`config.mk`:
```
export PLATFORM = sky130hd
export DESIGN_NAME = traffic_sensor_conditioner
export DESIGN_NICKNAME = d
export VERILOG_FILES = /design/src/rtl/traffic_sensor_conditioner.sv
export SDC_FILE = /design/constraint.sdc
export NUM_CORES = 1
export LEC_CHECK = 0
export ABC_AREA = 1
export BUFFER_PORTS_ARGS = -buffer_cell sky130_fd_sc_hd__buf_2
export CAP_MARGIN = 20
export CORE_MARGIN = 8
export CORE_UTILIZATION = 59
export DETAILED_ROUTE_END_ITERATION = 10
export GPL_TIMING_DRIVEN = 0
export HOLD_SLACK_MARGIN = 0.03
export PLACE_DENSITY = 0.78
export SYNTH_ARGS = -nofsm -noshare
export SYNTH_HDL_FRONTEND = slang
export SYNTH_SLANG_ARGS = --single-unit
```
`constraint.sdc`:
```
create_clock -name clk -period 2.1 [get_ports clk]
set_clock_uncertainty 0.2 [all_clocks]
set_input_delay 0.42 -clock clk [delete_from_list [all_inputs] [get_ports clk]]
set_output_delay 0.42 -clock clk [all_outputs]
set_load 0.02 [all_outputs]
```
`src/rtl/traffic_sensor_conditioner.sv`:
```
// traffic_sensor_conditioner
// Input stage for the traffic light controller. It turns two raw vehicle-loop
// detector lines into the clean presence signals Ta/Tb. Each channel is
// synchronised through two flops. It is debounced on assertion (DEBOUNCE_CYCLES
// consecutive highs) and gap-tolerant on deassertion (HOLD_CYCLES consecutive
// lows).
// Optional build macro SENSOR_STUCK_DETECT_EN: this adds a per-channel stuck
// detector. When a channel stays high for STUCK_CYCLES samples in PRESENT, its
// sticky fault flag is set and its presence output is forced high until reset.
// If the macro is undefined, the fault outputs are constant 0.

module traffic_sensor_conditioner #(
    parameter int DEBOUNCE_CYCLES = 4,
    parameter int HOLD_CYCLES     = 8,
    parameter int STUCK_CYCLES    = 64
) (
    input  logic clk,
    input  logic rst,
    input  logic raw_a,
    input  logic raw_b,
    output logic Ta,
    output logic Tb,
    output logic fault_a,
    output logic fault_b
);

    localparam logic [1:0] ST_IDLE    = 2'd0;
    localparam logic [1:0] ST_QUAL    = 2'd1;
    localparam logic [1:0] ST_PRESENT = 2'd2;
    localparam logic [1:0] ST_HOLD    = 2'd3;

    // The last count value before the qualifying sample closes each window.
    localparam logic [7:0] DEB_LAST_C  = 8'(DEBOUNCE_CYCLES - 1);
    localparam logic [7:0] HOLD_LAST_C = 8'(HOLD_CYCLES - 1);

    logic [1:0] raw_s;
    logic [1:0] t_out_s;
    logic [1:0] fault_out_s;

    assign raw_s   = {raw_b, raw_a};
    assign Ta      = t_out_s[0];
    assign Tb      = t_out_s[1];
    assign fault_a = fault_out_s[0];
    assign fault_b = fault_out_s[1];

    // Two identical, fully independent channels: index 0 is street A, index 1 is street B.
    for (genvar ch = 0; ch < 2; ch++) begin : g_ch
        logic       sync1_r;
        logic       sync2_r;
        logic [1:0] state_r;
        logic [1:0] state_s;
        logic [7:0] cnt_r;
        logic [7:0] cnt_s;
        logic       fsm_t_s;
        logic       t_s;
        logic       t_r;

        // Two-flop synchroniser for the asynchronous detector line.
        always_ff @(posedge clk) begin
            if (rst) begin
                sync1_r <= 1'b0;
                sync2_r <= 1'b0;
            end else begin
                sync1_r <= raw_s[ch];
                sync2_r <= sync1_r;
            end
        end

        // Next-state and counter logic for the debounce/hold FSM.
        always_comb begin
            state_s = state_r;
            cnt_s   = cnt_r;
            case (state_r)
                ST_IDLE: begin
                    if (sync2_r) begin
                        state_s = ST_QUAL;
                        cnt_s   = 8'd1;
                    end else begin
                        state_s = ST_IDLE;
                        cnt_s   = cnt_r;
                    end
                end
                ST_QUAL: begin
                    if (!sync2_r) begin
                        state_s = ST_IDLE;
                        cnt_s   = 8'd0;
                    end else if (cnt_r == DEB_LAST_C) begin
                        state_s = ST_PRESENT;
                        cnt_s   = cnt_r;
                    end else begin
                        state_s = ST_QUAL;
                        cnt_s   = cnt_r + 8'd1;
                    end
                end
                ST_PRESENT: begin
                    if (!sync2_r) begin
                        state_s = ST_HOLD;
                        cnt_s   = 8'd1;
                    end else begin
                        state_s = ST_PRESENT;
                        cnt_s   = cnt_r;
                    end
                end
                ST_HOLD: begin
                    if (sync2_r) begin
                        // The vehicle is back inside the gap window, so there is no dropout.
                        state_s = ST_PRESENT;
                        cnt_s   = cnt_r;
                    end else if (cnt_r == HOLD_LAST_C) begin
                        state_s = ST_IDLE;
                        cnt_s   = cnt_r;
                    end else begin
                        state_s = ST_HOLD;
                        cnt_s   = cnt_r + 8'd1;
                    end
                end
                default: begin
                    state_s = ST_IDLE;
                    cnt_s   = 8'd0;
                end
            endcase
        end

        // Presence is decoded from the next state, so T changes on the same edge as the FSM.
        always_comb begin
            if ((state_s == ST_PRESENT) || (state_s == ST_HOLD)) begin
                fsm_t_s = 1'b1;
            end else begin
                fsm_t_s = 1'b0;
            end
        end

`ifdef SENSOR_STUCK_DETECT_EN
        localparam logic [15:0] STUCK_LIMIT_C = 16'(STUCK_CYCLES);

        logic [15:0] stuck_r;
        logic [15:0] stuck_s;
        logic        fault_r;
        logic        fault_s;

        // Stuck counter: it restarts on each entry to PRESENT, counts high samples while
        // PRESENT, and saturates at the limit. The fault flag is sticky.
        always_comb begin
            stuck_s = stuck_r;
            fault_s = fault_r;
            if ((state_s == ST_PRESENT) && (state_r != ST_PRESENT)) begin
                stuck_s = 16'd0;
            end else if ((state_r == ST_PRESENT) && sync2_r && (stuck_r < STUCK_LIMIT_C)) begin
                stuck_s = stuck_r + 16'd1;
            end else begin
                stuck_s = stuck_r;
            end
            if (stuck_s == STUCK_LIMIT_C) begin
                fault_s = 1'b1;
            end else begin
                fault_s = fault_r;
            end
            // A faulted sensor fails safe by reporting permanent demand.
            t_s = fsm_t_s | fault_s;
        end

        // Stuck counter and sticky fault registers.
        always_ff @(posedge clk) begin
            if (rst) begin
                stuck_r <= 16'd0;
                fault_r <= 1'b0;
            end else begin
                stuck_r <= stuck_s;
                fault_r <= fault_s;
            end
        end

        assign fault_out_s[ch] = fault_r;
`else
        // Without stuck detection, presence comes purely from the FSM.
        always_comb begin
            t_s = fsm_t_s;
        end

        assign fault_out_s[ch] = 1'b0;
`endif

        // FSM state, counter and registered presence output.
        always_ff @(posedge clk) begin
            if (rst) begin
                state_r <= ST_IDLE;
                cnt_r   <= 8'd0;
                t_r     <= 1'b0;
            end else begin
                state_r <= state_s;
                cnt_r   <= cnt_s;
                t_r     <= t_s;
            end
        end

        assign t_out_s[ch] = t_r;
    end

`ifndef SENSOR_STUCK_DETECT_EN
    // The stuck threshold has no role when stuck detection is compiled out.
    logic unused_cfg_s;
    assign unused_cfg_s = ^(16'(STUCK_CYCLES));
`endif

endmodule
```
==> impl_metrics.prom, run 1 <==
# TYPE chip_impl_metric gauge
chip_impl_metric{name="final_layout_size_suffix_gt1_share",unit="%"} 7.692
chip_impl_metric{name="cts_post_setup_buffers_inserted",unit=""} 0
chip_impl_info{name="status",value="completed"} 1
chip_impl_metric{name="numPortBuffers",unit=""} 5
chip_impl_metric{name="post_synth_num_cell_types",unit=""} 25
chip_impl_metric{name="wire_per_inst",unit="um"} 11.74
chip_impl_metric{name="dp_hpwl",unit="mm"} 2.331
chip_impl_metric{name="synth_simple_gate_area_share",unit="%"} 36.35
chip_impl_metric{name="depth_of_the_cts_h_tree",unit=""} 1
chip_impl_metric{name="floorplan.rows",unit=""} 17
chip_impl_info{name="rsz0062_at_grt",value="no"} 1
chip_impl_metric{name="stdcell_area",unit="sq um"} 1498
chip_impl_metric{name="crit_path_max_fanout",unit=""} 9
chip_impl_info{name="holdPathEnd",value="g_ch[1].sync1_r$_SDFF_PP0_"} 1
chip_impl_metric{name="drt-initial-drc-count",unit=""} 121
chip_impl_metric{name="die_height",unit="um"} 64.67
chip_impl_metric{name="worst_ep_required",unit="ns"} 2.15
chip_impl_metric{name="postCtsHoldBufs",unit=""} 0
chip_impl_metric{name="fp.dieArea",unit="sq um"} 4182
chip_impl_metric{name="synthesized_cell_area",unit="sq um"} 1398
chip_impl_metric{name="finish.utilization",unit="%"} 67.06
chip_impl_metric{name="detailedPlace.worstSlack",unit="ns"} 0.3215
chip_impl_metric{name="gr_ovfl_total",unit=""} 0
chip_impl_metric{name="warnings_from_yosys",unit=""} 0
chip_impl_metric{name="synthCells",unit=""} 224
chip_impl_info{name="commonest_cells_after_routing_fill_and_taps_aside",value="sky130_fd_sc_hd__nand2_1, sky130_fd_sc_hd__nor2_1, sky130_fd_sc_hd__inv_1"} 1
chip_impl_metric{name="cts-buffers-inserted",unit=""} 3
chip_impl_metric{name="setup_ws",unit="ns"} 0.2835
chip_impl_info{name="worstReg2RegEnd",value="g_ch[1].cnt_r[0]$_SDFFE_PP0P_"} 1
chip_impl_metric{name="irDropWorstVdd",unit="mV"} 0.4159
chip_impl_metric{name="insertedDiodeCount",unit=""} 0
chip_impl_info{name="combinational_family_with_the_most_area_after_synthesis",value="simple AND/OR/NAND/NOR gates"} 1
chip_impl_metric{name="route.detailed.drc",unit=""} 0
chip_impl_metric{name="drt_pre_antenna_iters",unit=""} 5
chip_impl_metric{name="synthToLayoutAreaGrowth",unit="%"} 7.162
chip_impl_metric{name="core",unit="sq um"} 2233
chip_impl_metric{name="synth_area_per_cell",unit="sq um"} 6.239
chip_impl_info{name="layout_commonest_cell",value="sky130_fd_sc_hd__nand2_1"} 1
chip_impl_info{name="hp-class",value="primary input to flip-flop"} 1
chip_impl_metric{name="fp.dieW",unit="um"} 64.67
chip_impl_info{name="cp-end-kind",value="flip-flop"} 1
chip_impl_metric{name="maxCapViolCount",unit=""} 0
chip_impl_info{name="cts_tree",value="yes"} 1
chip_impl_metric{name="netlist.area_leader.share",unit="%"} 34.38
chip_impl_metric{name="final.hold.worst_slack",unit="ns"} 0.1027
chip_impl_metric{name="grt_first_pass_wirelength",unit="mm"} 5.382
chip_impl_metric{name="synth_xor_area_share",unit="%"} 0.6267
chip_impl_metric{name="power-per-cell-area",unit="nW/um^2"} 555.2
chip_impl_metric{name="floorplan.initialDensity",unit="%"} 62.58
chip_impl_metric{name="setup_viol",unit=""} 0
chip_impl_metric{name="finalHoldViolCount",unit=""} 0
chip_impl_metric{name="post_cts.resized_instances",unit=""} 0
chip_impl_metric{name="routed_via_density",unit=""} 5.385
chip_impl_metric{name="post_synthesis_share_of_cell_area_spent_on_full_adders_half_adders_and_majority_gates",unit="%"} 2.686
chip_impl_metric{name="max_clock_freq",unit="MHz"} 550.5
chip_impl_metric{name="insertion_delay",unit="ns"} 0.32
chip_impl_info{name="post-synth-top-area-cell",value="sky130_fd_sc_hd__dfxtp_1"} 1
chip_impl_metric{name="path_clk_slew",unit="ns"} 0.13
chip_impl_metric{name="grt_antenna_before_repair",unit=""} 0
chip_impl_metric{name="ioPinCount",unit=""} 8
chip_impl_info{name="hp-start",value="raw_b"} 1
chip_impl_metric{name="fin_crit_sh",unit="%"} 86.50
chip_impl_metric{name="dr_total_vias",unit=""} 1411
chip_impl_metric{name="gr-usage-all-layers",unit="%"} 15.31
chip_impl_metric{name="place_congestion",unit=""} 0.9308
chip_impl_metric{name="hold_path_depth",unit=""} 3
chip_impl_metric{name="setup.reg_to_reg.worst_slack",unit="ns"} 0.28
chip_impl_info{name="synth.area.top_cells",value="sky130_fd_sc_hd__dfxtp_1, sky130_fd_sc_hd__nand2_1, sky130_fd_sc_hd__nor2_1"} 1
chip_impl_metric{name="final_net_count",unit=""} 242
chip_impl_metric{name="synth.yosys.seq_area_share",unit="%"} 34.38
chip_impl_metric{name="placed_area",unit="sq um"} 1461
chip_impl_info{name="cts_root_buf",value="sky130_fd_sc_hd__clkbuf_4"} 1
chip_impl_metric{name="synth_mux_area_share",unit="%"} 0
chip_impl_metric{name="max-clock-path-buffers",unit=""} 2
chip_impl_info{name="critical_path_class",value="flip-flop to flip-flop"} 1
chip_impl_metric{name="compound_gate_fraction_of_synth_area",unit="%"} 15.31
chip_impl_metric{name="ant_nets",unit=""} 0
chip_impl_metric{name="final_period_minus_worst_setup_slack",unit="ns"} 1.816
chip_impl_metric{name="synth.ff_latch_count",unit=""} 24
chip_impl_metric{name="clock_sink_count",unit=""} 24
chip_impl_metric{name="totalWireLength",unit="mm"} 3.077
chip_impl_metric{name="cp_data_arrival_time",unit="ns"} 1.87
chip_impl_metric{name="finalMaxSlewViolations",unit=""} 0
chip_impl_info{name="rr_startpoint",value="g_ch[1].cnt_r[0]$_SDFFE_PP0P_"} 1
chip_impl_metric{name="rr_worst_depth",unit=""} 9
chip_impl_metric{name="grt_pass1_vias",unit=""} 1330
chip_impl_metric{name="static-leakage-power",unit="uW"} 0.0007231
chip_impl_info{name="start_kind",value="flip-flop"} 1
chip_impl_metric{name="pin_count_of_the_biggest_net_entering_global_routing",unit=""} 14
chip_impl_metric{name="finalSetupTns",unit="ns"} 0
==> state kept, by name, indices dropped and copies added, names as in the netlist <==
signal	count
g_ch.sync1_r	2
g_ch.sync2_r	2
g_ch.state_r	4
g_ch.cnt_r	16
==> per-layer routing <==
| metal | GRT usage [%] | part of all wire (%) | up-vias |
|---|---|---|---|
| li1 | - | - | 731 |
| met1 | 19.38 | 47 | 628 |
| met2 | 24.97 | 46 | 50 |
| met3 | 2.921 | 6.2 | 2 |
| met4 | 5.995 | 0.65 | 0 |
| met5 | 0 | 0 | - |
==> worst max-delay path by stage <==
stage,startpoint,endpoint,slack [ns],depth (start not counted)
after floorplan,g_ch[1].state_r[1]$_SDFF_PP0_,g_ch[1].cnt_r[4]$_SDFFE_PP0P_,0.56,7
after global placement,g_ch[1].cnt_r[0]$_SDFFE_PP0P_,g_ch[1].cnt_r[0]$_SDFFE_PP0P_,0.39,9
after detailed placement,g_ch[0].cnt_r[0]$_SDFFE_PP0P_,g_ch[0].cnt_r[0]$_SDFFE_PP0P_,0.32,8
after CTS,g_ch[0].cnt_r[0]$_SDFFE_PP0P_,g_ch[0].cnt_r[0]$_SDFFE_PP0P_,0.29,8
after global routing,g_ch[0].cnt_r[0]$_SDFFE_PP0P_,g_ch[0].cnt_r[4]$_SDFFE_PP0P_,0.09,7
final,g_ch[1].cnt_r[0]$_SDFFE_PP0P_,g_ch[1].cnt_r[0]$_SDFFE_PP0P_,0.28,9
==> cells in the mapped netlist <==
cell / n
sky130_fd_sc_hd__nor2_1: 41
sky130_fd_sc_hd__a21oi_1: 18
sky130_fd_sc_hd__o21ai_0: 14
sky130_fd_sc_hd__clkbuf_1: 1
sky130_fd_sc_hd__buf_4: 2
sky130_fd_sc_hd__nand2_1: 56
sky130_fd_sc_hd__o211ai_1: 2
sky130_fd_sc_hd__o21ai_1: 1
sky130_fd_sc_hd__nand3b_1: 1
sky130_fd_sc_hd__nand3_1: 13
sky130_fd_sc_hd__buf_2: 2
sky130_fd_sc_hd__nand2_4: 1
sky130_fd_sc_hd__dfxtp_1: 24
sky130_fd_sc_hd__ha_1: 3
sky130_fd_sc_hd__o31ai_1: 1
sky130_fd_sc_hd__inv_2: 1
sky130_fd_sc_hd__xor2_1: 1
sky130_fd_sc_hd__nor3_1: 1
sky130_fd_sc_hd__nand2_2: 1
sky130_fd_sc_hd__inv_1: 30
sky130_fd_sc_hd__conb_1: 1
sky130_fd_sc_hd__o211a_1: 1
sky130_fd_sc_hd__nand4_1: 6
sky130_fd_sc_hd__a21oi_4: 1
sky130_fd_sc_hd__nor2_4: 1
==> critical path, stage by stage, from the launching register on <==
cell,delay [ns]
sky130_fd_sc_hd__dfxtp_1,0.44
sky130_fd_sc_hd__ha_1,0.21
sky130_fd_sc_hd__nand2_1,0.08
sky130_fd_sc_hd__nor2_1,0.11
sky130_fd_sc_hd__nand2_1,0.08
sky130_fd_sc_hd__nand2_1,0.10
sky130_fd_sc_hd__nand2_2,0.16
sky130_fd_sc_hd__nand2_4,0.16
sky130_fd_sc_hd__nand2_1,0.06
sky130_fd_sc_hd__a21oi_1,0.15
==> logic make-up (layout without fill, tap and decap cells) <==
group           after synthesis  after routing
other cells                   1              2
flops                        24             24
simple gates                121            121
xor+xnor                      1              1
fa+ha+maj                     3              3
buf+inv                      36             45
compound gates               38             38
==> per-stage QoR <==
stage               power [uW]  std cells
finish                   831.5        262
global placement         585.9        258
CTS                      836.8        262
detailed placement       591.5        258
global route             868.4        262
floorplan                565.6        225
==> cell type report <==
class | count | area, sq um
Inverter | 31 | 116.4
Fill cell | 221 | 735.7
Sequential cell | 24 | 480.5
Clock buffer | 4 | 36.28
Tap cell | 28 | 35.03
Buffer | 5 | 28.78
Multi-Input combinational cell | 165 | 775.7
Timing Repair Buffer | 5 | 25.02
==> power breakdown <==
| group | switching, uW | leakage [uW] | internal (uW) |
|---|---|---|---|
| Clock | 143 | 0.0000210 | 106 |
| Combinational | 64.4 | 0.000507 | 32.0 |
| Sequential | 14.6 | 0.000195 | 471 |
Power figures use the tool's default switching activity.
==> run 2: changes to the inputs <==
--- a/config.mk
+++ b/config.mk
@@ -11,3 +11,3 @@
 export CORE_MARGIN = 8
-export CORE_UTILIZATION = 59
+export CORE_UTILIZATION = 40
 export DETAILED_ROUTE_END_ITERATION = 10
@@ -15,3 +15,2 @@
 export HOLD_SLACK_MARGIN = 0.03
-export PLACE_DENSITY = 0.78
 export SYNTH_ARGS = -nofsm -noshare
==> constraint.sdc (replaced) <==
create_clock -name clk -period 2.1 [get_ports clk]
set_clock_uncertainty 0.2 [all_clocks]
set_input_delay 0.105 -clock clk [delete_from_list [all_inputs] [get_ports clk]]
set_output_delay 0.105 -clock clk [all_outputs]
set_load 0.02 [all_outputs]
==> impl_metrics.prom, run 2 (synthesis gave the netlist of run 1 again) <==
# TYPE chip_impl_metric gauge
chip_impl_info{name="status",value="completed"} 1
chip_impl_info{name="max_flop_register",value="g_ch.cnt_r"} 1
chip_impl_metric{name="setup_ws",unit="ns"} 0.3100
chip_impl_metric{name="maxSlewHeadroom",unit="%"} 65.82
chip_impl_metric{name="floorplan.initialDensity",unit="%"} 41.88
chip_impl_metric{name="core",unit="sq um"} 3337
chip_impl_metric{name="gr_ovfl_total",unit=""} 0
chip_impl_metric{name="drt_pre_antenna_iters",unit=""} 4
chip_impl_metric{name="power-per-cell-area",unit="nW/um^2"} 590.9
chip_impl_metric{name="gr_met2_demand_resource",unit="%"} 18.33
chip_impl_metric{name="max_clock_freq",unit="MHz"} 558.7
chip_impl_metric{name="multiInputGateArea",unit="sq um"} 775.7
chip_impl_metric{name="numPortBuffers",unit=""} 5
chip_impl_metric{name="fill_cells",unit=""} 374
chip_impl_info{name="cp-end-kind",value="flip-flop"} 1
chip_impl_metric{name="setup_viol",unit=""} 0
chip_impl_metric{name="dr_total_vias",unit=""} 1315
chip_impl_info{name="cp_slowest_cell",value="sky130_fd_sc_hd__dfxtp_1"} 1
chip_impl_metric{name="finalPower",unit="uW"} 925.7
chip_impl_info{name="worstPathCellList",value="ha_1 -> nand2_1 -> nor2_1 -> nand2_1 -> nand2_1 -> nand2_2 -> nand2_4 -> nand2_1 -> a21oi_1"} 1
chip_impl_metric{name="cts_post_setup_buffers_inserted",unit=""} 0
chip_impl_metric{name="irDropWorstVdd",unit="mV"} 0.3790
chip_impl_metric{name="gr-usage-met3",unit="%"} 2.130
chip_impl_metric{name="route.detailed.drc",unit=""} 0
chip_impl_metric{name="register_area",unit="sq um"} 480.5
chip_impl_info{name="worst_path_dominant_cell_family",value="simple AND/OR/NAND/NOR gates"} 1
chip_impl_metric{name="grt_first_pass_wirelength",unit="mm"} 5.416
chip_impl_info{name="layout_commonest_cell",value="sky130_fd_sc_hd__nand2_1"} 1
chip_impl_info{name="cts_tree",value="yes"} 1
chip_impl_metric{name="detailedPlace.worstSlack",unit="ns"} 0.3397
chip_impl_metric{name="ioPinCount",unit=""} 8
chip_impl_info{name="hp-class",value="flip-flop to flip-flop"} 1
chip_impl_metric{name="max_slew.worst_pin.slew",unit="ns"} 0.5127
chip_impl_info{name="critical_path_class",value="flip-flop to flip-flop"} 1
chip_impl_metric{name="grt_antenna_before_repair",unit=""} 0
chip_impl_metric{name="finalMaxSlewViolations",unit=""} 0
chip_impl_metric{name="place_congestion",unit=""} 0.8649
chip_impl_metric{name="grt_pass1_vias",unit=""} 1265
chip_impl_metric{name="fp.dieArea",unit="sq um"} 5642
chip_impl_info{name="rsz0062_at_grt",value="no"} 1
chip_impl_metric{name="crit_path_max_fanout",unit=""} 9
chip_impl_metric{name="insertion_delay",unit="ns"} 0.32
chip_impl_metric{name="drt-initial-drc-count",unit=""} 74
chip_impl_metric{name="worst_path_largest_cell_delay",unit="ns"} 0.43
chip_impl_info{name="start_kind",value="flip-flop"} 1
chip_impl_metric{name="dp_hpwl",unit="mm"} 2.161
chip_impl_metric{name="largest_reg_flops",unit=""} 16
chip_impl_metric{name="grtUsageMet1",unit="%"} 16.16
chip_impl_metric{name="clock_sink_count",unit=""} 24
chip_impl_metric{name="worstPathBufferInverterCount",unit=""} 0
chip_impl_metric{name="post_cts.resized_instances",unit=""} 0
chip_impl_metric{name="max-clock-path-buffers",unit=""} 2
chip_impl_info{name="cts_root_buf",value="sky130_fd_sc_hd__clkbuf_4"} 1
chip_impl_metric{name="ant_nets",unit=""} 0
chip_impl_metric{name="cts-buffers-inserted",unit=""} 3
chip_impl_metric{name="die_height",unit="um"} 75.11
chip_impl_metric{name="totalWireLength",unit="mm"} 2.986
chip_impl_info{name="commonest_cells_after_routing_fill_and_taps_aside",value="sky130_fd_sc_hd__nand2_1, sky130_fd_sc_hd__nor2_1, sky130_fd_sc_hd__inv_1"} 1
chip_impl_metric{name="final_net_count",unit=""} 245
chip_impl_metric{name="finalSetupTns",unit="ns"} 0
chip_impl_metric{name="insertedDiodeCount",unit=""} 0
chip_impl_metric{name="fin_crit_sh",unit="%"} 85.24
chip_impl_metric{name="final_period_minus_worst_setup_slack",unit="ns"} 1.790
chip_impl_metric{name="wire_per_inst",unit="um"} 10.55
chip_impl_metric{name="pin_count_of_the_biggest_net_entering_global_routing",unit=""} 15
chip_impl_metric{name="depth_of_the_cts_h_tree",unit=""} 1
chip_impl_metric{name="synthToLayoutAreaGrowth",unit="%"} 12.09
chip_impl_info{name="cpMostUsedCell",value="sky130_fd_sc_hd__nand2_1"} 1
chip_impl_metric{name="static-leakage-power",unit="uW"} 0.0007426
chip_impl_info{name="global_route.peak_usage_layer",value="met2"} 1
chip_impl_info{name="top_regs",value="g_ch.cnt_r (16), g_ch.state_r (4)"} 1
chip_impl_metric{name="gr-usage-all-layers",unit="%"} 12.11
chip_impl_metric{name="fp.dieW",unit="um"} 75.11
chip_impl_metric{name="maxCapViolCount",unit=""} 0
chip_impl_metric{name="worst_ep_required",unit="ns"} 2.15
chip_impl_metric{name="path_clk_slew",unit="ns"} 0.14
chip_impl_metric{name="final_layout_size_suffix_gt1_share",unit="%"} 7.595
chip_impl_metric{name="floorplan.rows",unit=""} 21
chip_impl_metric{name="routed_via_density",unit=""} 4.647
chip_impl_metric{name="finalHoldViolCount",unit=""} 0
chip_impl_metric{name="cp_data_arrival_time",unit="ns"} 1.84
[run 2: cell count changes in the layout (fill, tap and decap cells not counted), sizes merged]
| cell | before | now |
|---|---|---|
| clkbuf | 5 | 4 |
| dlygate4sd3 | 0 | 3 |
| bufinv | 0 | 1 |
[run 2: path summary, 6_finish.rpt]
| kind | startpoint | to | cells after the start | slack (ns) |
|---|---|---|---|---|
| worst max-delay path | g_ch[1].cnt_r[0]$_SDFFE_PP0P_ | g_ch[1].cnt_r[5]$_SDFFE_PP0P_ | 9 | 0.31 |
| worst min-delay path | g_ch[1].sync1_r$_SDFF_PP0_ | g_ch[1].sync2_r$_SDFF_PP0_ | 2 | 0.21 |
| worst max register to register | g_ch[1].cnt_r[0]$_SDFFE_PP0P_ | g_ch[1].cnt_r[5]$_SDFFE_PP0P_ | 9 | 0.31 |
| worst min register to register | g_ch[1].sync1_r$_SDFF_PP0_ | g_ch[1].sync2_r$_SDFF_PP0_ | 2 | 0.21 |
[run 2: repair_timing]
action                                  CTS  global route
hold endpoints to repair                  6             0
endpoints found under the setup margin    0             0
hold buffers                              3             0
[run 2: through the flow]
step	cell area, sq um	hold WS (ns)	std cells	utilization (%)
2_1_floorplan	1401	-0.02593	225	-
3_3_place_gp	1484	0.1128	276	44.47
3_5_place_dp	1484	0.1134	276	44.47
4_1_cts	1567	0.2156	283	46.94
5_1_grt	1567	0.2505	283	46.94
6_report	1567	0.2077	283	46.94
[run 2: layer usage]
layer | part of all wire, % | wire length, um
met5 | 0 | 0
met4 | 1.1 | 32
met3 | 2.6 | 79
met2 | 41 | 1235
met1 | 55 | 1639
[run 2: worst reg2reg max path, delay by kind of cell (launching register included)]
family / cells / cell delay, ns
AO/OA/AOI/OAI: 1 / 0.14
adder cells (fa/ha/maj): 1 / 0.21
flip-flops: 1 / 0.43
AND/OR/NAND/NOR: 7 / 0.74
[run 2: final cells by class]
type                            instances  share of cell area (%)
Clock buffer                            3                   1.438
Multi-Input combinational cell        165                   49.52
Tap cell                               46                   3.674
Buffer                                  5                   1.837
Clock inverter                          1                   1.917
Sequential cell                        24                   30.67
Timing Repair Buffer                    8                   3.514
Inverter                               31                   7.428
[run 2: power breakdown]
group / total [uW] / switching, uW / internal, uW / leakage (uW)
clock: 341 / 148 / 193 / 0.0000279
sequential: 485 / 13.3 / 471 / 0.000195
combinational: 99.7 / 64.4 / 35.3 / 0.000519
